==> src/rtl/spi_master_ctrl.sv <==
// Command-level SPI master: turns one write/read request into the slave's two
// 10-bit frames (cmd + payload) and deserialises the read byte from MISO.
module spi_master_ctrl #(
  parameter int SS_GAP = 2,
  parameter int RD_GAP = 2
) (
  input  logic       clk,
  input  logic       rst,
  input  logic       cmd_valid,
  output logic       cmd_ready,
  input  logic       cmd_op,
  input  logic [7:0] cmd_addr,
  input  logic [7:0] cmd_wdata,
  output logic       rsp_valid,
  output logic [7:0] rsp_rdata,
  output logic       op_done,
  output logic       SS_n,
  output logic       MOSI,
  input  logic       MISO
);

  localparam int MAXG = (SS_GAP > RD_GAP) ? SS_GAP : RD_GAP;
  localparam int MAXC = (MAXG > 10) ? MAXG : 10;
  localparam int CW   = $clog2(MAXC + 1);

  typedef enum logic [2:0] {
    IDLE, START, SHIFT, RD_WAIT, RECV, GAP, DONE
  } state_e;

  state_e        state_q, state_d;
  logic [CW-1:0] cnt_q, cnt_d;
  logic          op_q, op_d;
  logic [7:0]    wdata_q, wdata_d;
  logic          frame2_q, frame2_d;
  logic [9:0]    sh_q, sh_d;
  logic [7:0]    rx_q, rx_d;
  logic [7:0]    rdata_q, rdata_d;
  logic          ss_n_q, ss_n_d;
  logic          mosi_q, mosi_d;

  always_ff @(posedge clk or posedge rst) begin
    if (rst) begin
      state_q  <= IDLE;
      cnt_q    <= '0;
      op_q     <= 1'b0;
      wdata_q  <= '0;
      frame2_q <= 1'b0;
      sh_q     <= '0;
      rx_q     <= '0;
      rdata_q  <= '0;
      ss_n_q   <= 1'b1;
      mosi_q   <= 1'b0;
    end else begin
      state_q  <= state_d;
      cnt_q    <= cnt_d;
      op_q     <= op_d;
      wdata_q  <= wdata_d;
      frame2_q <= frame2_d;
      sh_q     <= sh_d;
      rx_q     <= rx_d;
      rdata_q  <= rdata_d;
      ss_n_q   <= ss_n_d;
      mosi_q   <= mosi_d;
    end
  end

  always_comb begin
    state_d  = state_q;
    cnt_d    = cnt_q;
    op_d     = op_q;
    wdata_d  = wdata_q;
    frame2_d = frame2_q;
    sh_d     = sh_q;
    rx_d     = rx_q;
    rdata_d  = rdata_q;
    case (state_q)
      IDLE: begin
        if (cmd_valid) begin
          op_d     = cmd_op;
          wdata_d  = cmd_wdata;
          frame2_d = 1'b0;
          sh_d     = {(cmd_op ? 2'b00 : 2'b10), cmd_addr};
          cnt_d    = '0;
          state_d  = START;
        end
      end
      START: begin
        cnt_d   = '0;
        state_d = SHIFT;
      end
      SHIFT: begin
        sh_d  = {sh_q[8:0], 1'b0};
        cnt_d = cnt_q + CW'(1);
        if (cnt_q == CW'(9)) begin
          cnt_d   = '0;
          state_d = (frame2_q && !op_q) ? RD_WAIT : GAP;
        end
      end
      RD_WAIT: begin
        cnt_d = cnt_q + CW'(1);
        if (cnt_q == CW'(RD_GAP - 1)) begin
          cnt_d   = '0;
          state_d = RECV;
        end
      end
      RECV: begin
        rx_d  = {rx_q[6:0], MISO};
        cnt_d = cnt_q + CW'(1);
        if (cnt_q == CW'(7)) begin
          cnt_d   = '0;
          state_d = GAP;
        end
      end
      GAP: begin
        cnt_d = cnt_q + CW'(1);
        if (cnt_q == CW'(SS_GAP - 1)) begin
          cnt_d = '0;
          if (frame2_q) begin
            // rx_q is complete by now; publish it as DONE starts
            if (!op_q) rdata_d = rx_q;
            state_d = DONE;
          end else begin
            frame2_d = 1'b1;
            sh_d     = {(op_q ? 2'b01 : 2'b11), (op_q ? wdata_q : 8'h00)};
            state_d  = START;
          end
        end
      end
      DONE:    state_d = IDLE;
      default: state_d = IDLE;
    endcase
    // Serial pins are registered from the next state so SS_n cannot glitch
    ss_n_d = !(state_d inside {START, SHIFT, RD_WAIT, RECV});
    mosi_d = (state_d == SHIFT) ? sh_d[9] : 1'b0;
  end

  assign cmd_ready = (state_q == IDLE);
  assign op_done   = (state_q == DONE);
  assign rsp_valid = (state_q == DONE) && !op_q;
  assign rsp_rdata = rdata_q;
  assign SS_n      = ss_n_q;
  assign MOSI      = mosi_q;

endmodule

==> config.mk <==
export PLATFORM = sky130hd
export DESIGN_NAME = spi_master_ctrl
export DESIGN_NICKNAME = d
export VERILOG_FILES = /design/src/rtl/spi_master_ctrl.sv
export SDC_FILE = /design/constraint.sdc
export NUM_CORES = 1
export LEC_CHECK = 0
export BUFFER_PORTS_ARGS = -buffer_cell sky130_fd_sc_hd__buf_2
export CORE_UTILIZATION = 60
export CTS_BUF_LIST = sky130_fd_sc_hd__clkbuf_16
export DETAILED_ROUTE_END_ITERATION = 10
export GPL_ROUTABILITY_DRIVEN = 0
export MAX_ROUTING_LAYER = met4
export PLACE_DENSITY = 0.93
export SETUP_SLACK_MARGIN = 0.4
export SLEW_MARGIN = 20
export SYNTH_ARGS = -nofsm -noshare
export SYNTH_HDL_FRONTEND = slang
export SYNTH_SLANG_ARGS = --single-unit
==> constraint.sdc <==
create_clock -name clk -period 4.22 [get_ports clk]
set_input_delay 0.633 -clock clk [delete_from_list [all_inputs] [get_ports clk]]
set_output_delay 0.633 -clock clk [all_outputs]
set_load 0.05 [all_outputs]
# Yosys cells after proc, flatten, opt, wreduce, memory -nomap -nowiden
# Index checks and enable logic that the tools add are counted.
[classes] n_bitwise=1 reduce_logical=15 n_eq_ne=16 add_sub_neg=1 muxes=24
[op_table] cell="10-bit two-way mux" n=3
[op_table] cell="10-bit case mux with 3 select lines" n=1
[op_table] cell="3-bit two-way mux" n=7
[op_table] cell="4-bit case mux with 5 select lines" n=1
[op_table] cell="3-bit case mux with 6 select lines" n=1
[op_table] cell="4-bit two-way mux" n=4
[op_table] cell="3-bit by 2-bit == test with 1-bit output, second input constant" n=4
[op_table] cell="3-bit == test, second input constant" n=4
[op_table] cell="8-bit two-way mux" n=1
[op_table] cell="4-bit AND reduction" n=2
[op_table] cell="3-bit by 1-bit == test with 1-bit output, second input constant" n=2
[op_table] cell="2-bit != test, second input constant" n=3
[op_table] cell="5-bit nonzero test" n=1
[op_table] cell="4-bit by 1-bit adder with 4-bit output, second input constant" n=1
[op_table] cell="4-bit by 1-bit == test with 1-bit output, second input constant" n=1
[op_table] cell="4-bit by 3-bit == test with 1-bit output, second input constant" n=1
[op_table] cell="4-bit == test, second input constant" n=1
[op_table] cell="2-bit two-way mux" n=2
[op_table] cell="2-bit AND reduction" n=2
[op_table] cell="4-bit nonzero test" n=1
[op_table] cell="3-bit zero test" n=1
[op_table] cell="1-bit two-way mux" n=3
[op_table] cell="3-bit AND reduction" n=1
[op_table] cell="3-bit nonzero test" n=1
[op_table] cell="6 further kinds" n=8
[totals] in_bits=21 register_bits=45 output_inout_bits=13 elab_cells=68

# Longest topological paths before layout
# Gate-level depths: netlist of run 1.
[logic_depth] word_depth=8 mapped_depth=7 depth_no_buf=7

# Least setup slack after synthesis of run 1
# No wires, ideal clock.
[synth_timing] kind="register -> output" start="reg state_q[1]" end="out rsp_valid" required_ns=3.587 stages_incl_launch_ff=5 path_buffers=1 arrival_time_ns=2.696 setup_slack_ns=0.891 path_cell_list="dfrtp_1 buf_2 inv_1 nor3b_1 nor2b_1"
[synth_between] elab_chain_len=2
[synth_rtl] item="start: declaration" line_no="30" rtl="state_e state_q, state_d;"
[synth_rtl] item="start signal: assignment" line_no="54" rtl="state_q <= state_d;"
[synth_rtl] item="3-bit == test"
[synth_rtl] item="net op_done" line_no="16" rtl="output logic op_done,"
[synth_rtl] item="1-bit logical AND" line_no="139" rtl="assign rsp_valid = (state_q == DONE) && !op_q;"
[synth_rtl] item="end: declaration" line_no="14" rtl="output logic rsp_valid,"
# The timed path passes the listed nets, and every way through them passes these cells.

# Final worst setup path of run 1
[layout_timing] start="reg state_q[1]" end="out rsp_valid"
[layout_between] elab_chain_len=2
[layout_rtl] item="3-bit == test" line_no="139"
[layout_rtl] item="1-bit logical AND" line_no="139"
# No other way between the ends.

==> results_dict.tcl, run 1 <==
set metrics [dict create \
    yosysWarnings 0 \
    yosysUniqueCellTypes 44 \
    synth_nets 207 \
    first_global_vias 1517 \
    wirelength_um 4373 \
    ios 34 \
    ys_async_sr_fraction 1.000 \
    seq_area_frac_synth 0.5235 \
    hp-class "in2async" \
    final_max_slew_viol_count 0 \
    fmax_mhz 383.9 \
    synth.avg_cell_area_um2 11.70 \
    die_w_um 61.91 \
    drc 0 \
    wire_per_inst_um 16.82 \
    grt_max_degree 46 \
    maxCapViolations 0 \
    antenna_cells 0 \
    nNetsFinal 236 \
    cp_top_family "flip-flops" \
    drive_above_1_share 0.3505 \
    clockRootBuffer "clkbuf_16" \
    synth-seq-cells 45 \
    start_util 0.6353 \
    layout_commonest_cell "dfrtp_1" \
    leakage_nw 1.208 \
    synth-edff-count 0 \
    final_cell_mix "44 x dfrtp_1, 33 x buf_2, 25 x mux2_2" \
    antenna_found_initial 0 \
    rsz0062_at_grt "false" \
    h-tree-depth 2 \
    vias 1560 \
    ys.flop_type "dfrtp_1" \
    path_clk_slew_ps 60 \
    cts_max_path_buffers 2 \
    antenna_left 0 \
    p_per_area_mw_per_mm2 717.6 \
    fin_crit_sh 0.6173 \
    dp.cells 252 \
    fin_crit_ps 2605 \
    grt_overflow 0 \
    fillers 208 \
    tightestPinTransition_ps 861.4 \
    crit_fanout 23 \
    cts.sinks 45 \
    fin_skew_ps 3.544 \
    cp.required_ps 3590 \
    fin_cells 260 \
    max_slew_margin 0.4232 \
    placed_area_mm2 0.002322 \
    cpPeakStageDelay_ps 770 \
    vdd_drop_max_v 0.0004530 \
    grt_pass1_wl_um 7300 \
    synthesis.area_mm2 0.002153 \
    grt_use_total 0.2800 \
    syn_inst 184 \
    die_area_mm2 0.003832 \
    endpoint_kind "primary output" \
    critPathSlowestCell "dfrtp_1" \
    criticalPathCategory "reg2out" \
    drt_iter0_markers 167 \
    finalSetupViolCount 0 \
    ctsHoldBuffers 0 \
    setup_tns_ps 0 \
    final_util 0.7412 \
    cts_made_buffers 5 \
    outcome "completed" \
    finalHoldViolCount 0 \
    finalWorstSetupSlack_ps 1615 \
    worstPathArrival_ps 1970 \
    io_buffers 33 \
    dr.pass1.iters 4 \
    clk_latency_ps 280 \
    pre_cts_ws_ps 1820 \
    cts_setup_buffers 0 \
    crit_chain "inv_1 > nor3b_1 > nor2b_1 > buf_2" \
    post_cts_resize_count 0 \
    ff_latch_area_mm2 0.001127 \
    core-area_mm2 0.003390 \
    start_kind "flop" \
    hpwl_um 2921 \
    tritoncts "yes" \
    rows 21 \
    multi_input_area_um2 930.9 \
    stdcell_area_mm2 0.002512 \
    die_h_um 61.91 \
    critPathBufInv 2 \
    syn2layout_area_growth_pct 16.68 \
    viasPerCell 6.000 \
]
[tightest hold or removal path: stages]
cell and delay, ps:
buf_2 100, clkinv_1 30, buf_4 440
[routing by layer]
layer  vias up  wire length (µm)  GRT usage
met5         -                 0          -
met4         0                42    0.08254
met3         6               235    0.07246
met2        53              2154     0.4255
met1       771              1940     0.3733
li1        730                 -          -
[synthesized netlist by cell type (all sizes together), types with 4 or more instances]
cell / count / share of area
inv: 7 / 0.012
mux2: 25 / 0.13
nor3: 5 / 0.014
a21oi: 4 / 0.0093
o21ai: 10 / 0.023
nand2: 5 / 0.0087
nor3b: 4 / 0.016
nor2: 8 / 0.014
dfrtp: 44 / 0.51
nand3: 4 / 0.0093
a22oi: 15 / 0.052
clkbuf: 4 / 0.0070
buf: 9 / 0.025
[flip-flops by register name (all words and copies together), names as in the netlist]
signal     count
sh_q          10
op_q           1
SS_n           1
cnt_q          4
rsp_rdata      8
state_q        3
frame2_q       1
wdata_q        8
rx_q           8
MOSI           1
[final timing paths]
check | from | to | slack, ps | cells after the start
setup / recovery | state_q[1] | rsp_valid | 1620 | 4
setup reg to reg | state_q[1] | MOSI | 1760 | 4
hold / removal | rst | rsp_rdata[5] | 470 | 3
min in group clk | sh_q[8] | sh_q[8] | 490 | 2
hold reg to reg | sh_q[8] | sh_q[8] | 490 | 2
max in group asynchronous | rst | SS_n | 3380 | 3
[per-stage QoR]
stage / hold slack [ps] / power, W
2_1_floorplan: 430.6 / 0.001165
3_3_place_gp: 469.1 / 0.001259
3_5_place_dp: 469.5 / 0.001290
4_1_cts: 489.0 / 0.001795
5_1_grt: 518.6 / 0.001899
6_report: 470.3 / 0.001803
[where the power goes]
| part | internal [W] | leakage [nW] | switching (W) |
|---|---|---|---|
| registers | 0.000564 | 0.587 | 0.000158 |
| logic | 0.000262 | 0.527 | 0.000325 |
| clock network | 0.000338 | 0.0938 | 0.000156 |
| total | 0.00116 | 1.21 | 0.000640 |
[cells by family after synthesis]
logic type | synth area share
and+or+nand+nor | 0.1371
DFF | 0.5235
AOI/OAI and AO/OA | 0.1313
muxes | 0.1400
buffers and inverters | 0.04416
xor gates and xnor gates | 0.01220
adders and majority gates | 0.01162
[layout make-up]
| cell class | instances | area share |
|---|---|---|
| clock inverter | 3 | 0.02590 |
| clock buffer | 5 | 0.04980 |
| multi-input combinational | 119 | 0.3705 |
| timing repair buffer | 35 | 0.07171 |
| sequential | 45 | 0.4487 |
| tap | 46 | 0.02291 |
| inverter | 7 | 0.01046 |
Power figures use the tool's default switching activity.
==> run 2: changes to the inputs <==
--- a/config.mk
+++ b/config.mk
@@ -6,12 +6,12 @@
 export NUM_CORES = 1
 export LEC_CHECK = 0
 export BUFFER_PORTS_ARGS = -buffer_cell sky130_fd_sc_hd__buf_2
-export CORE_UTILIZATION = 60
+export CORE_UTILIZATION = 56
 export CTS_BUF_LIST = sky130_fd_sc_hd__clkbuf_16
 export DETAILED_ROUTE_END_ITERATION = 10
 export GPL_ROUTABILITY_DRIVEN = 0
 export MAX_ROUTING_LAYER = met4
-export PLACE_DENSITY = 0.93
+export PLACE_DENSITY = 0.88
 export SETUP_SLACK_MARGIN = 0.4
 export SLEW_MARGIN = 20
 export SYNTH_ARGS = -nofsm -noshare
==> constraint.sdc (replaced) <==
create_clock -name clk -period 2.6 [get_ports clk]
set_input_delay 0.39 -clock clk [delete_from_list [all_inputs] [get_ports clk]]
set_output_delay 0.39 -clock clk [all_outputs]
set_load 0.05 [all_outputs]
==> results_dict.tcl, run 2 (synthesis results as in run 1) <==
set metrics [dict create \
    tightestPinTransition_ps 635.2 \
    ff_latch_area_mm2 0.001129 \
    die_area_mm2 0.004097 \
    max_flop_register "sh_q" \
    cpPeakStageDelay_ps 640 \
    tritoncts "yes" \
    setup_tns_ps 0 \
    switching_share 0.3575 \
    fin_crit_sh 0.7652 \
    core-area_mm2 0.003661 \
    start_util 0.5882 \
    finalHoldViolCount 0 \
    start_kind "flop" \
    cp.required_ps 2210 \
    critPathSlowestCell "dfrtp_1" \
    worstPathArrival_ps 1600 \
    syn2layout_area_growth_pct 17.37 \
    endpoint_kind "primary output" \
    ios 34 \
    drive_above_1_share 0.3796 \
    path_clk_slew_ps 60 \
    die_h_um 64.01 \
    rows 22 \
    fmax_mhz 502.6 \
    layout_commonest_cell "dfrtp_1" \
    crit_chain "nor3b_4 > nor2b_2 > buf_2" \
    internal_power_w 0.001808 \
    die_w_um 64.01 \
    final_max_slew_viol_count 0 \
    grt_pass1_wl_um 7217 \
    hpwl_um 2800 \
    p_per_area_mw_per_mm2 1114 \
    first_global_vias 1535 \
    cts.sinks 45 \
    fin_cells 264 \
    outcome "completed" \
    dr.pass1.iters 4 \
    cts_max_path_buffers 2 \
    finalWorstSetupSlack_ps 610.5 \
    wirelength_um 4134 \
    final_util 0.6904 \
    max_slew_margin 0.5759 \
    rsz0062_at_grt "false" \
    drt_iter0_markers 89 \
    finalSetupViolCount 0 \
    fin_skew_ps 6.054 \
    crit_fanout 17 \
    p_sw_w 0.001006 \
    clockRootBuffer "clkbuf_16" \
    leakage_nw 1.214 \
    grt_use_total 0.2393 \
    clk_latency_ps 280 \
    power_frac_comb 0.345 \
    largest_register_ff_count 10 \
    fin_crit_ps 1990 \
    h-tree-depth 2 \
    viasPerCell 5.973 \
    final_cell_mix "43 x dfrtp_1, 33 x buf_2, 25 x mux2_2" \
    drc 0 \
    seqPwrFrac 0.409 \
    cts_setup_buffers 0 \
    grt_max_degree 33 \
    antenna_found_initial 0 \
    nNetsFinal 239 \
    clkPwrFrac 0.245 \
    maxCapViolations 0 \
    grt_overflow 0 \
    cts_made_buffers 5 \
    dp.cells 257 \
    antenna_cells 0 \
    multi_input_area_um2 949.7 \
    vias 1577 \
    io_buffers 33 \
    fillers 258 \
    pre_cts_ws_ps 697.5 \
    hp-class "in2async" \
    wire_per_inst_um 15.66 \
    antenna_left 0 \
    vdd_drop_max_v 0.0006542 \
    criticalPathCategory "reg2out" \
]
run 2: final timing paths:
kind	start	end	slack, ps	depth (start not counted)
max reg2reg	state_q[0]	sh_q[5]	640	5
min	rst	wdata_q[1]	190	2
max in group asynchronous	rst	rx_q[0]	1850	3
min in group clk	cmd_wdata[7]	wdata_q[7]	340	2
min reg2reg	sh_q[8]	sh_q[8]	470	2
max	state_q[2]	rsp_valid	610	3
run 2: metal layers:
metal  up-vias  routed length (µm)  GRT usage
met2        44                2003     0.3630
li1        736                   -          -
met1       790                1869     0.3162
met3         7                 197    0.05714
met5         -                   0          -
met4         0                  63    0.08239
run 2: metrics by stage:
step                cell area, µm²  power, W  hold WS (ps)
floorplan                     2172  0.001912         430.6
global placement              2366  0.002085         447.6
detailed placement            2366  0.002115         451.1
CTS                           2526  0.002820         267.2
global route                  2527  0.002992         261.3
finish                        2527  0.002814         185.3
run 2: worst max-delay path: cells and delay by family, from the launching register on:
kind                   cells  cell delay [ps]
buffers and inverters      1              260
flip-flops                 1              640
AND/OR/NAND/NOR            2              410
run 2: cell type report:
cell class,count,share of cell area
clock buffer,5,0.04951
clock inverter,2,0.01386
inverter,7,0.01040
multi-input combinational,119,0.3757
sequential,45,0.4465
tap,48,0.02376
timing repair buffer,38,0.08020
run 2: what timing repair did:
item                       CTS  global route
hold buffers                 0             0
setup endpoints to repair    0             1
resized for setup            0             1
run 2: power by group through the flow:
stage | logic [W] | registers, W | clock network [W]
finish | 0.000972 | 0.00115 | 0.000690
global route | 0.00108 | 0.00118 | 0.000727
CTS | 0.000974 | 0.00115 | 0.000700
detailed placement | 0.000964 | 0.00115 | 0
global placement | 0.000938 | 0.00115 | 0
floorplan | 0.000860 | 0.00105 | 0
==> run 3: changes to the inputs <==
--- a/config.mk
+++ b/config.mk
@@ -6,12 +6,12 @@
 export NUM_CORES = 1
 export LEC_CHECK = 0
 export BUFFER_PORTS_ARGS = -buffer_cell sky130_fd_sc_hd__buf_2
-export CORE_UTILIZATION = 56
+export CORE_UTILIZATION = 50
 export CTS_BUF_LIST = sky130_fd_sc_hd__clkbuf_16
 export DETAILED_ROUTE_END_ITERATION = 10
 export GPL_ROUTABILITY_DRIVEN = 0
 export MAX_ROUTING_LAYER = met4
-export PLACE_DENSITY = 0.88
+export PLACE_DENSITY = 0.84
 export SETUP_SLACK_MARGIN = 0.4
 export SLEW_MARGIN = 20
 export SYNTH_ARGS = -nofsm -noshare
==> constraint.sdc (replaced) <==
create_clock -name clk -period 1.8 [get_ports clk]
set_input_delay 0.27 -clock clk [delete_from_list [all_inputs] [get_ports clk]]
set_output_delay 0.27 -clock clk [all_outputs]
set_load 0.05 [all_outputs]
==> results_dict.tcl, run 3 (synthesis results as in run 1) <==
set metrics [dict create \
    rsz0062_at_grt "true" \
    max_flop_register "sh_q" \
    clk_latency_ps 300 \
    grt_util_met2 0.5285 \
    fmax_mhz 500.5 \
    hpwl_um 3152 \
    fin_crit_sh 1.110 \
    endpoint_kind "flop" \
    hp-class "in2async" \
    pre_cts_ws_ps -88.42 \
    cts_made_buffers 5 \
    grt_use_total 0.3264 \
    vias 1968 \
    clkPwrFrac 0.191 \
    grtUsageMet1 0.3875 \
    criticalPathCategory "reg2reg" \
    grt_max_degree 28 \
    antenna_left 0 \
    io_buffers 33 \
    grt_pass1_wl_um 9970 \
    dr.pass1.iters 5 \
    leakage_nw 1.531 \
    final_cell_mix "40 x dfrtp_1, 32 x buf_4, 30 x buf_2" \
    finalHoldViolCount 0 \
    vdd_drop_max_v 0.001362 \
    cts.sinks 45 \
    die_w_um 67.63 \
    largest_register_ff_count 10 \
    seqPwrFrac 0.295 \
    finalSetupViolCount 22 \
    internal_power_w 0.003524 \
    nNetsFinal 283 \
    switching_share 0.3848 \
    dp.cells 271 \
    drive_above_1_share 0.5785 \
    die_area_mm2 0.004573 \
    antenna_found_initial 0 \
    wire_per_inst_um 24.13 \
    p_per_area_mw_per_mm2 1777 \
    tritoncts "yes" \
    use_met3 0.06250 \
    max_slew_margin 0.7033 \
    finalWorstSetupSlack_ps -198.0 \
    fin_crit_ps 1998 \
    cts_max_path_buffers 2 \
    final_max_slew_viol_count 0 \
    start_util 0.5307 \
    layout_commonest_cell "dfrtp_1" \
    ctsHoldBuffers 0 \
    start_kind "flop" \
    crit_fanout 3 \
    die_h_um 67.63 \
    grt_overflow 0 \
    busiest_layer "met2" \
    worstPathArrival_ps 2230 \
    cpPeakStageDelay_ps 410 \
    syn2layout_area_growth_pct 49.68 \
    path_clk_slew_ps 70 \
    violations "setup timing" \
    drt_iter0_markers 177 \
    crit_chain "inv_2 > ha_4 > or3b_4 > buf_4 > a32oi_2 > nand4b_1 > and4bb_1" \
    fin_cells 311 \
    rows 23 \
    power_frac_comb 0.514 \
    wirelength_um 7505 \
    first_global_vias 1894 \
    cp.required_ps 2030 \
    core-area_mm2 0.004058 \
    viasPerCell 6.328 \
    maxCapViolations 0 \
    h-tree-depth 2 \
    clockRootBuffer "clkbuf_16" \
    tightestPinTransition_ps 443.5 \
    outcome "complete, but fails checks" \
    ios 34 \
    critPathSlowestCell "or3b_4" \
    antenna_cells 0 \
    drc 0 \
    fin_skew_ps 7.826 \
    p_sw_w 0.002205 \
]
-- run 3: cell types whose count changed in the layout (fill, tap and decap cells not counted), moves of 8 or more --
cell / previous run / this run
buf_4: 5 / 32
buf_6: 0 / 17
mux2_2: 25 / 4
mux2_4: 0 / 21
o21ai_0: 10 / 2
o21ai_1: 0 / 8
-- run 3: metrics by stage --
stage          total power [W]    util  hold slack, ps  TNS (ps)  instance area [µm²]
3_3_place_gp          0.003267  0.6170           304.8         0                 2504
6_report              0.005729  0.7943           3.515     -1964                 3223
3_5_place_dp          0.003336  0.6170           316.6    -88.42                 2504
5_1_grt               0.005940  0.7943           27.86     -3503                 3223
4_1_cts               0.005017  0.7533           11.46    -79.58                 3057
2_1_floorplan         0.002892       -           417.0    -38.92                 2238
-- run 3: final timing paths --
kind	from	endpoint	slack, ps	depth (start not counted)
max in group asynchronous	rst	cnt_q[0]	1490	3
min in group clk	cmd_wdata[1]	wdata_q[1]	210	2
hold / removal	rst	wdata_q[2]	4	3
setup / recovery	cnt_q[1]	MOSI	-200	7
hold reg to reg	rsp_rdata[6]	rsp_rdata[6]	510	1
setup reg to reg	cnt_q[1]	MOSI	-200	7
-- run 3: worst max-delay path, delay by kind of cell (launching register included) --
family | cells | cell delay (ps)
AND/OR/NAND/NOR | 3 | 880
flip-flops | 1 | 400
buffers and inverters | 2 | 280
AO/OA/AOI/OAI | 1 | 220
adder cells (fa/ha/maj) | 1 | 150
-- run 3: repair_timing --
| item | in CTS | in global routing |
|---|---|---|
| gates cloned | 2 | 0 |
| pin swaps | 13 | 7 |
| setup endpoints to repair | 48 | 47 |
| gates resized for setup | 60 | 19 |
| buffers inserted | 18 | 12 |
-- run 3: area by class of cell --
type | instances | area, µm²
Multi-Input combinational cell | 119 | 1197
Sequential cell | 45 | 1132
Fill cell | 205 | 834.6
Timing Repair Buffer | 82 | 631.9
Clock buffer | 5 | 125.1
Tap cell | 50 | 62.56
Clock inverter | 3 | 47.55
Inverter | 7 | 26.28
-- run 3: power by group through the flow --
stage	Sequential (W)	Clock (W)	Combinational [W]
after floorplan	0.00153	0	0.00136
after global placement	0.00160	0	0.00166
after detailed placement	0.00162	0	0.00172
after CTS	0.00161	0.00108	0.00233
after global routing	0.00170	0.00114	0.00309
final	0.00169	0.00109	0.00294
-- run 3: metal layers --
| layer | vias up | wire, µm | part of all wire |
|---|---|---|---|
| met5 | - | 0 | 0 |
| met4 | 0 | 499 | 0.066 |
| met3 | 43 | 480 | 0.064 |
| met2 | 110 | 3766 | 0.50 |
| met1 | 991 | 2759 | 0.37 |
| li1 | 824 | - | - |
